File: src/rtl/mips_avalon_arbiter.sv
// mips_avalon_arbiter
// Arbitrates between a MIPS instruction-fetch port and a data port and maps
// the winner onto a single Avalon-MM master. Only one transfer is outstanding
// at a time. A transfer that stalls for MAX_WAIT consecutive cycles is
// aborted: it completes with err and returns 32'hDEADBEEF as its data.
//
// Ports:
//   clk, reset                 clock, asynchronous active-high reset
//   i_req/i_addr               fetch request (held until i_ack)
//   i_ack/i_rdata              fetch completion pulse and data
//   d_req/d_we/d_addr/
//   d_wdata/d_be               data-port request (held until d_ack)
//   d_ack/d_rdata              data completion pulse and load data
//   err                        pulses with an ack when the transfer timed out
//   address/read/write/
//   writedata/byteenable       Avalon master command (all registered)
//   waitrequest/readdata       Avalon slave response
module mips_avalon_arbiter #(
    parameter int unsigned MAX_WAIT = 255
) (
    input  logic        clk,
    input  logic        reset,
    input  logic        i_req,
    input  logic [31:0] i_addr,
    output logic        i_ack,
    output logic [31:0] i_rdata,
    input  logic        d_req,
    input  logic        d_we,
    input  logic [31:0] d_addr,
    input  logic [31:0] d_wdata,
    input  logic [3:0]  d_be,
    output logic        d_ack,
    output logic [31:0] d_rdata,
    output logic        err,
    output logic [31:0] address,
    output logic        read,
    output logic        write,
    input  logic        waitrequest,
    output logic [31:0] writedata,
    output logic [3:0]  byteenable,
    input  logic [31:0] readdata
);

    typedef enum logic [1:0] {
        ST_IDLE  = 2'd0,
        ST_BUS_I = 2'd1,
        ST_BUS_D = 2'd2,
        ST_ACK   = 2'd3
    } state_t;

    // Counter value at which one more stalled cycle reaches MAX_WAIT.
    localparam logic [15:0] WAIT_LAST = 16'(MAX_WAIT - 1);
    localparam logic [31:0] ABORT_DATA = 32'hDEAD_BEEF;

    state_t      state_q, state_d;
    logic        read_q, read_d;
    logic        write_q, write_d;
    logic [31:0] address_q, address_d;
    logic [31:0] writedata_q, writedata_d;
    logic [3:0]  byteenable_q, byteenable_d;
    logic        i_ack_q, i_ack_d;
    logic        d_ack_q, d_ack_d;
    logic        err_q, err_d;
    logic [31:0] i_rdata_q, i_rdata_d;
    logic [31:0] d_rdata_q, d_rdata_d;
    logic [15:0] wait_cnt_q, wait_cnt_d;
    logic        last_d_q, last_d_d;   // 1 = data port granted most recently
    logic        grant_d_s;

    assign i_ack      = i_ack_q;
    assign i_rdata    = i_rdata_q;
    assign d_ack      = d_ack_q;
    assign d_rdata    = d_rdata_q;
    assign err        = err_q;
    assign address    = address_q;
    assign read       = read_q;
    assign write      = write_q;
    assign writedata  = writedata_q;
    assign byteenable = byteenable_q;

    // Data wins a tie unless it was the port served last.
    assign grant_d_s = d_req & (~i_req | ~last_d_q);

    // Next-state and next-output computation for the arbiter FSM.
    always_comb begin
        state_d      = state_q;
        read_d       = read_q;
        write_d      = write_q;
        address_d    = address_q;
        writedata_d  = writedata_q;
        byteenable_d = byteenable_q;
        i_ack_d      = 1'b0;
        d_ack_d      = 1'b0;
        err_d        = 1'b0;
        i_rdata_d    = i_rdata_q;
        d_rdata_d    = d_rdata_q;
        wait_cnt_d   = wait_cnt_q;
        last_d_d     = last_d_q;

        case (state_q)
            ST_IDLE: begin
                if (grant_d_s) begin
                    state_d      = ST_BUS_D;
                    address_d    = d_addr;
                    read_d       = ~d_we;
                    write_d      = d_we;
                    writedata_d  = d_wdata;
                    byteenable_d = d_be;
                    wait_cnt_d   = 16'd0;
                    last_d_d     = 1'b1;
                end else if (i_req) begin
                    state_d      = ST_BUS_I;
                    address_d    = i_addr;
                    read_d       = 1'b1;
                    write_d      = 1'b0;
                    writedata_d  = 32'd0;
                    byteenable_d = 4'hF;
                    wait_cnt_d   = 16'd0;
                    last_d_d     = 1'b0;
                end else begin
                    state_d = ST_IDLE;
                end
            end

            ST_BUS_I, ST_BUS_D: begin
                if (!waitrequest) begin
                    // Slave accepted: drop strobes, capture load data, ack.
                    read_d  = 1'b0;
                    write_d = 1'b0;
                    state_d = ST_ACK;
                    if (state_q == ST_BUS_I) begin
                        i_ack_d   = 1'b1;
                        i_rdata_d = readdata;
                    end else begin
                        d_ack_d = 1'b1;
                        if (read_q) begin
                            d_rdata_d = readdata;
                        end else begin
                            d_rdata_d = d_rdata_q;
                        end
                    end
                end else if (wait_cnt_q == WAIT_LAST) begin
                    // This stalled cycle brings the count to MAX_WAIT: abort.
                    read_d     = 1'b0;
                    write_d    = 1'b0;
                    err_d      = 1'b1;
                    wait_cnt_d = wait_cnt_q + 16'd1;
                    state_d    = ST_ACK;
                    if (state_q == ST_BUS_I) begin
                        i_ack_d   = 1'b1;
                        i_rdata_d = ABORT_DATA;
                    end else begin
                        d_ack_d   = 1'b1;
                        d_rdata_d = ABORT_DATA;
                    end
                end else begin
                    wait_cnt_d = wait_cnt_q + 16'd1;
                end
            end

            // No grant here, so a request still high in the ack cycle is not
            // served twice.
            ST_ACK: begin
                state_d = ST_IDLE;
            end

            default: begin
                state_d = ST_IDLE;
                read_d  = 1'b0;
                write_d = 1'b0;
            end
        endcase
    end

    // State and output registers.
    always_ff @(posedge clk or posedge reset) begin
        if (reset) begin
            state_q      <= ST_IDLE;
            read_q       <= 1'b0;
            write_q      <= 1'b0;
            address_q    <= 32'd0;
            writedata_q  <= 32'd0;
            byteenable_q <= 4'd0;
            i_ack_q      <= 1'b0;
            d_ack_q      <= 1'b0;
            err_q        <= 1'b0;
            i_rdata_q    <= 32'd0;
            d_rdata_q    <= 32'd0;
            wait_cnt_q   <= 16'd0;
            last_d_q     <= 1'b0;
        end else begin
            state_q      <= state_d;
            read_q       <= read_d;
            write_q      <= write_d;
            address_q    <= address_d;
            writedata_q  <= writedata_d;
            byteenable_q <= byteenable_d;
            i_ack_q      <= i_ack_d;
            d_ack_q      <= d_ack_d;
            err_q        <= err_d;
            i_rdata_q    <= i_rdata_d;
            d_rdata_q    <= d_rdata_d;
            wait_cnt_q   <= wait_cnt_d;
            last_d_q     <= last_d_d;
        end
    end

endmodule
File: config.mk
export PLATFORM = sky130hd
export DESIGN_NAME = mips_avalon_arbiter
export DESIGN_NICKNAME = d
export VERILOG_FILES = /design/src/rtl/mips_avalon_arbiter.sv
export SDC_FILE = /design/constraint.sdc
export NUM_CORES = 1
export LEC_CHECK = 0
export ABC_AREA = 1
export CORE_ASPECT_RATIO = 1.4
export CORE_MARGIN = 4
export CORE_UTILIZATION = 44
export CTS_CLUSTER_SIZE = 30
export DETAILED_ROUTE_END_ITERATION = 8
export PLACE_DENSITY_LB_ADDON = 0.25
export SYNTH_ARGS = -nofsm -noshare
export SYNTH_HDL_FRONTEND = slang
export SYNTH_SLANG_ARGS = --single-unit
export TNS_END_PERCENT = 10
File: constraint.sdc
create_clock -name clk -period 7.15 [get_ports clk]
set_clock_uncertainty 0.05 [all_clocks]
set_input_delay 2.145 -clock clk [delete_from_list [all_inputs] [get_ports clk]]
set_output_delay 2.145 -clock clk [all_outputs]
set_load 0.01 [all_outputs]
==> run summary <==
The final-report hold violation count came out at 0. The tools report the required arrival time at the worst endpoint as 7.39 ns. For this design the static power due to leakage is 4.67 nW. The top cell types in the final layout, fill and taps aside, are 274 x sky130_fd_sc_hd__clkdlybuf4s50_1, 188 x sky130_fd_sc_hd__nand2_1, 156 x sky130_fd_sc_hd__dfrtp_1. The tools report the number of gates resized after CTS as 0.

Summed over all instances, the cell type with the most area after synthesis is sky130_fd_sc_hd__dfrtp_1. After synthesis, the mean cell area works out to 9.01 um^2. The I/O pin count is 275.

The net count of the mapped netlist was 903. The tools report the final layout net count as 1160. Average wire length per cell after detail routing: 16.7 um.

The count of maximum capacitance violations was 0; the number of hold-repair buffers added at the cts stage was 0. After the first detailed-routing iteration, the DRC count stood at 455. Once the floorplan was initialized, standard cells occupied 45.1% of the core.

The first-pass iteration count of the detailed router was 5. The number of buffers added by the clock tree synthesis step is 17. The critical path is of the input port to register type. The number of buffers between clock root and the deepest sink is 2, and the total clock sinks is 156.

The setup check on the worst reg-to-reg path leaves a slack of 4.30 ns. For the number of antenna violations at the first check in global routing, the log shows 0. At the pin with the least slew margin, the transition time is 1.07 ns. Traced cell by cell, the critical path runs through clkdlybuf4s50_1, inv_2, a21oi_4, inv_2, o21ai_1, nand2_1, nand2_1, o21ai_1. The wire length after detailed routing is 20400 um, and the port buffer count is 274. STA classifies the critical path endpoint as a register. Derived from the worst setup path, the maximum achievable clock frequency is 228 MHz. The fraction of synthesized cell area taken by the top area cell type came out at 56.9%. The post-detailed-placement half-perimeter wirelength was 14600 um; the total count of max-transition violations in the final report was 0.

In this run the remaining antenna-violating nets after routing total 0. The clock slew seen by the registers of the worst setup and hold paths works out to 0.06 ns. The number of levels the H-tree was split into was 4; the largest net degree at the start of global routing was 112. The distinct cell type count of the synthesized netlist was 35; the number of cells on the worst hold path was 2. Leaving out fill and tap cells, the most frequent cell in the layout is sky130_fd_sc_hd__clkdlybuf4s50_1. In the final layout, the share of cells above drive strength 1 is 7.48%. The final critical path takes up 61.4% of the cycle. For the synthesis warning total, the log shows 0. The power density over the cells came out at 429 mW/mm^2. The normalized max-slew margin came out at 28.6%. TritonCTS built the clock tree. The placer's final routability congestion estimate is 0.840. The synthesized design contains 156 register bits. The run gives 0 as the number of buffers inserted to repair setup after CTS.

Summing the sequential cell areas from Yosys gives 56.9% of the chip area. Via count of the first global-routing pass: 6306. The floorplan step defined a die boundary enclosing 0.0177 mm^2.

Of all nets on the critical path, the largest fanout is 66. The worst-case IR drop observed on VDD is 0.000221 V. The min-delay analysis places its worst path in the category register to register. The worst-case reg-to-reg path depth was 9; the total global-route track usage was 23.3%. Data arrival time of the worst path: 4.63 ns. On the critical path, the stage with the largest delay is an instance of sky130_fd_sc_hd__inv_2.

The floorplan step set the die width to 113 um. For the finished layout, the period the worst path requires is 4.39 ns. The tools report the gate count of the mapped netlist as 761.

The synthesis-to-layout area growth is 49.4%. Setup total negative slack on the finished layout was measured at 0 ns. The detailed router placed 6280 vias in this run. STA classifies the critical path startpoint as an input port.

The run gives 0 as the setup-violating endpoint count in the final report. The detailed-route DRC error count was 0. Ranked by total cell area, the synthesized netlist is headed by sky130_fd_sc_hd__dfrtp_1 57%, sky130_fd_sc_hd__nand2_1 10%, sky130_fd_sc_hd__nor2_1 5.2%, sky130_fd_sc_hd__a22o_1 4.1%, sky130_fd_sc_hd__o21ai_1 3.4%.

After detailed routing, the number of vias per cell comes to 5.14. The later pin in the worst-skew pair is clocked with a latency of 0.41 ns. The area of the core was 0.0152 mm^2; the die span in y was 156 um. For the wire length of the first global-routing pass, the log shows 32500 um. Clock tree root buffer cell: sky130_fd_sc_hd__clkbuf_16. The run finished with clean final reports.

The number of antenna diodes in the final layout is 0. The highest cell delay on the worst timing path is 0.65 ns, and the number of standard-cell rows in the floorplan is 53. Setup repair after global routing left no endpoint under its margin.

The logs give 0.418 ns for the worst hold slack and 0 for the remaining global-route overflow. The synthesized netlist occupies a cell area of 0.00686 mm^2.
-- Yosys cell counts, drive strengths merged --
cell type / instances
and3: 1
a21oi: 5
o21bai: 2
clkinv: 1
nand2: 192
o21ai: 105
ha: 4
o22a: 4
a22o: 32
nor3: 7
nor2: 98
a31oi: 1
buf: 23
nor3b: 1
or2: 1
dfrtp: 156
inv: 62
xnor2: 1
nand3: 8
nor4: 1
a21boi: 1
nand4: 35
clkbuf: 20
-- metrics by stage --
step / cell area [um^2] / setup WS (ns) / total power [mW] / std cells / utilization, %
CTS: 10200 / 2.74 / 4.44 / 1222 / 67.5
floorplan: 6860 / 0.748 / 2.48 / 761 / -
global route: 10200 / 2.54 / 4.68 / 1222 / 67.5
detailed placement: 9670 / 2.37 / 3.54 / 1191 / 63.7
global placement: 9670 / 2.40 / 3.50 / 1191 / 63.7
finish: 10200 / 2.76 / 4.40 / 1222 / 67.5
-- worst max-delay path: cells and delay by family --
family          cells  cell delay, ns
compound gates      3            1.02
simple gates        2            0.17
buf+inv             3            1.26
-- sequential cells by signal, indices dropped and copies added, names as in the netlist --
register / cells
wait_cnt_q: 16
writedata: 32
last_d_q: 1
i_ack: 1
i_rdata: 32
write: 1
address: 32
d_ack: 1
d_rdata: 32
err: 1
read: 1
state_q: 2
byteenable: 4
-- final timing paths --
kind,end,start
min in group asynchronous,i_rdata[16]$_DFFE_PP0P_,reset
max,write$_DFFE_PP0P_,i_req
min reg2reg,d_rdata[30]$_DFFE_PP0P_,d_rdata[30]$_DFFE_PP0P_
max in group asynchronous,d_rdata[24]$_DFFE_PP0P_,reset
max reg2reg,write$_DFFE_PP0P_,state_q[0]$_DFFE_PP0P_
min,d_rdata[30]$_DFFE_PP0P_,d_rdata[30]$_DFFE_PP0P_
-- cells by family (layout without fill, tap and decap cells) --
group,after synthesis,after routing,share of synthesized area [%]
AND/OR/NAND/NOR,344,344,20.9
flip-flops,156,156,56.9
AO/OA/AOI/OAI,150,150,14.5
buffers and inverters,106,375,6.75
adder cells (fa/ha/maj),4,4,0.730
XOR/XNOR,1,1,0.128
-- area by class of cell --
class | instances | area [um^2]
clock inverter | 12 | 139
multi-input combinational | 499 | 2490
tap | 192 | 240
timing repair buffer | 281 | 2800
clock buffer | 19 | 433
fill | 1167 | 4940
inverter | 63 | 241
sequential | 156 | 3900
-- where the power goes --
part	internal, mW	leakage [nW]	switching (mW)	total [mW]
sequential	1.27	1.96	0.229	1.50
combinational	1.01	2.44	1.01	2.02
clock	0.517	0.272	0.361	0.877
-- per-layer routing --
layer	track usage, %	wire [um]	up-vias
met3	9.00	2010	27
met5	0	0	-
li1	-	-	3010
met2	39.8	10200	288
met4	7.67	512	0
met1	26.8	7670	2955
No activity file was read; power rests on OpenSTA's default activity.
==> RTL change, RTL diff (same flow settings) <==
Take the reset off `address_q`, `writedata_q`, `byteenable_q`, `i_rdata_q` and `d_rdata_q` and load them in a clocked block of their own.
--- a/src/rtl/mips_avalon_arbiter.sv
+++ b/src/rtl/mips_avalon_arbiter.sv
@@ -179,12 +179,7 @@
             read_q       <= 1'b0;
             write_q      <= 1'b0;
-            address_q    <= 32'd0;
-            writedata_q  <= 32'd0;
-            byteenable_q <= 4'd0;
             i_ack_q      <= 1'b0;
             d_ack_q      <= 1'b0;
             err_q        <= 1'b0;
-            i_rdata_q    <= 32'd0;
-            d_rdata_q    <= 32'd0;
             wait_cnt_q   <= 16'd0;
             last_d_q     <= 1'b0;
@@ -193,12 +188,7 @@
             read_q       <= read_d;
             write_q      <= write_d;
-            address_q    <= address_d;
-            writedata_q  <= writedata_d;
-            byteenable_q <= byteenable_d;
             i_ack_q      <= i_ack_d;
             d_ack_q      <= d_ack_d;
             err_q        <= err_d;
-            i_rdata_q    <= i_rdata_d;
-            d_rdata_q    <= d_rdata_d;
             wait_cnt_q   <= wait_cnt_d;
             last_d_q     <= last_d_d;
@@ -206,3 +196,11 @@
     end
 
+    always_ff @(posedge clk) begin
+        address_q    <= address_d;
+        writedata_q  <= writedata_d;
+        byteenable_q <= byteenable_d;
+        i_rdata_q    <= i_rdata_d;
+        d_rdata_q    <= d_rdata_d;
+    end
+
 endmodule
Behaviour: not the same (Yosys sat finds a counterexample within 4 cycles, from zero or initial values and one cycle with reset high).
==> RTL change against the unedited design <==
  * Sequential cell count is the same
  * Critical path depth down 1
  * Area after synthesis is 7.8% lower
  * Worst setup slack improved by 0.26 ns
  * Via count shrank 21%
  * Design area decreased by 3.5%
  * Final cell count is 16% lower
  * Global-route usage is 1.8 points lower
  * Routed wire length down 12%
  * Core utilization up 3.3 points
  * Register-to-register slack better by 0.67 ns
  * Largest cell class unchanged
Power is not compared: it rests on default switching activity, and its combinational part moved more than twofold at a synthesized area within 25%.
==> RTL change: results (changes against the unedited design) <==
| Metric | Value |
|---|---|
| Vias | `4948 (was 6280)` |
| Sequential fraction of the synthesis area | `72.2% (was 56.9%)` |
| Syn. warnings | `0 (unchanged)` |
| Initial antenna violation count | `0 (unchanged)` |
| Leakage Power | `about 4.0 nW` |
| Slowest-stage cell, CP | `clkdlybuf4s50_1 (was inv_2)` |
| WL final | `17.9 mm (was 20.4 mm)` |
| Top FF cell, synth | `edfxtp_1 (was dfrtp_1)` |
| VDD IR max | `between 0.15 and 0.2 mV` |
| Clock latency at the later pin of the worst-skew pair | `0.41 ns (about the same)` |
| H-tree levels | `4 (unchanged)` |
| Hold Path Depth | `2 (unchanged)` |
| Post-synth net total | `690 (was 903)` |
| DRT Pass-1 Iters | `4 (was 5)` |
| EDFF count, synth | `132 (was 0)` |
| Synth unique cells | `31 (was 35)` |
| Final non-filler cell total | `1028 (was 1222)` |
| Ys async rst share | `15.4% (was 100%)` |
| Port Buffers | `274 (unchanged)` |
| Reg2reg start | `last_d_q$_DFFE_PP0P_ (was state_q[0]$_DFFE_PP0P_)` |
| Crit path max fanout | `49 (was 66)` |
| Crit-path leading delay family | `buffers and inverters (unchanged)` |
| Fin Hold WS | `0.452 ns (was 0.418 ns)` |
| DP HPWL | `13.6 mm (was 14.6 mm)` |
| Hold Path End | `last_d_q$_DFFE_PP0P_ (was d_rdata[30]$_DFFE_PP0P_)` |
| Num CTS Buffers | `17 (unchanged)` |
| Largest stage delay, worst path | `0.54 ns (was 0.65 ns)` |
| Clock root cell | `clkbuf_16 (unchanged)` |
| Commonest cells in the netlist | `nand2_1, edfxtp_1, nor2_1 (was nand2_1, dfrtp_1, nor2_1)` |
| Cells after synthesis | `548 (was 761)` |
| Worst Reg-to-Reg Cells | `6 (was 9)` |
| GPL Wtd Cong | `0.824 (was 0.840)` |
| Total GRT Usage | `21.5% (was 23.3%)` |
| CTS resizes | `0 (unchanged)` |
| Layout cells sized above 1 | `10.7% (was 7.48%)` |
| Status | `completed (unchanged)` |
| Number of diodes | `0 (unchanged)` |
| Worst Hold Class | `reg2reg (unchanged)` |
| Nets | `972 (was 1160)` |
| Pre-CTS setup slack | `2.60 ns (was 2.37 ns)` |
| Clk buf depth | `2 (unchanged)` |
| Setup Buffers After CTS | `0 (unchanged)` |
| DP Area | `0.00925 sq mm (was 0.00967 sq mm)` |
| Iter 0 DRT Violations | `306 (was 455)` |
| Largest net degree at the start of global routing | `66 (was 112)` |
| Reg-to-Reg End | `address[27]$_DFFE_PP_ (was write$_DFFE_PP0P_)` |
| Fill cells | `982 (was 1167)` |
| Hold path startpoint | `last_d_q$_DFFE_PP0P_ (was d_rdata[30]$_DFFE_PP0P_)` |
| FF-to-FF setup slack | `4.97 ns (was 4.30 ns)` |
| Pins Over Slew Limit | `0 (unchanged)` |
| First-pass GRT wire length | `26.0 mm (was 32.5 mm)` |
| Worst-path clk slew | `roughly 0.07 ns` |
| Measured slew at the worst slew-check pin | `0.950 ns (was 1.07 ns)` |
| Top cells by area, synth | `edfxtp_1, dfrtp_1, nand2_1 (was dfrtp_1, nand2_1, nor2_1)` |
## RTL change: cell types whose count changed after synthesis, moves of 15 or more
cell,change
a22o_1,-32
clkbuf_1,-15
dfrtp_1,-132
edfxtp_1,+132
nand2_1,-41
nand4_1,-29
nor2_1,-28
o21ai_0,-32
o21ai_1,-41
o21ai_2,-22
or2_2,+27
## RTL change: report_power, final
| group | internal, mW | total, mW | leakage (nW) | switching, mW |
|---|---|---|---|---|
| sequential | 1.27 | 1.33 | 1.55 | 0.0647 |
| clock | 0.564 | 0.947 | 0.305 | 0.383 |
| combinational | 0.443 | 0.963 | 2.13 | 0.520 |
## RTL change: worst register-to-register path, cell delays in order, from the launching register on
cell and delay (ns):
dfrtp_1 0.35, nand2_1 0.07, nand2_2 0.32, buf_4 0.51, inv_2 0.41, nand2_1 0.17
nand2_1 0.07
## RTL change: cell families (layout without fill, tap and decap cells)
kind of cell | after synthesis | after routing | synth area share (%)
and+or+nand+nor | 286 | 286 | 19.8
DFF | 156 | 156 | 72.2
buffers and inverters | 83 | 378 | 5.42
AOI/OAI and AO/OA | 18 | 18 | 1.60
adders and majority gates | 4 | 4 | 0.792
xor gates and xnor gates | 1 | 1 | 0.139
## RTL change: layout make-up
| class | instances | area (sq um) | share of cell area [%] |
|---|---|---|---|
| clock buffers | 17 | 425 | 4.30 |
| clock inverters | 15 | 204 | 2.06 |
| inverters | 67 | 254 | 2.57 |
| multi-input cells | 309 | 1420 | 14.4 |
| flip-flops and latches | 156 | 4560 | 46.2 |
| well taps | 185 | 231 | 2.34 |
| repair buffers | 279 | 2780 | 28.1 |
## RTL change: worst max path at each step
stage / start / to / slack (ns) / depth (start not counted)
6_report: i_req / address[27]$_DFFE_PP_ / 3.02 / 7
2_1_floorplan: waitrequest / d_rdata[0]$_DFFE_PP_ / 2.69 / 4
3_5_place_dp: i_req / address[27]$_DFFE_PP_ / 2.60 / 7
5_1_grt: i_req / address[28]$_DFFE_PP_ / 2.82 / 7
3_3_place_gp: i_req / address[30]$_DFFE_PP_ / 2.66 / 7
4_1_cts: i_req / address[27]$_DFFE_PP_ / 3.05 / 7
## RTL change: layer usage
metal | part of all wire, % | up-vias | GRT usage, %
li1 | - | 2341 | -
met1 | 34 | 2370 | 22.7
met2 | 56 | 201 | 39.8
met3 | 7.0 | 36 | 6.09
met4 | 3.1 | 0 | 8.42
met5 | 0 | - | 0
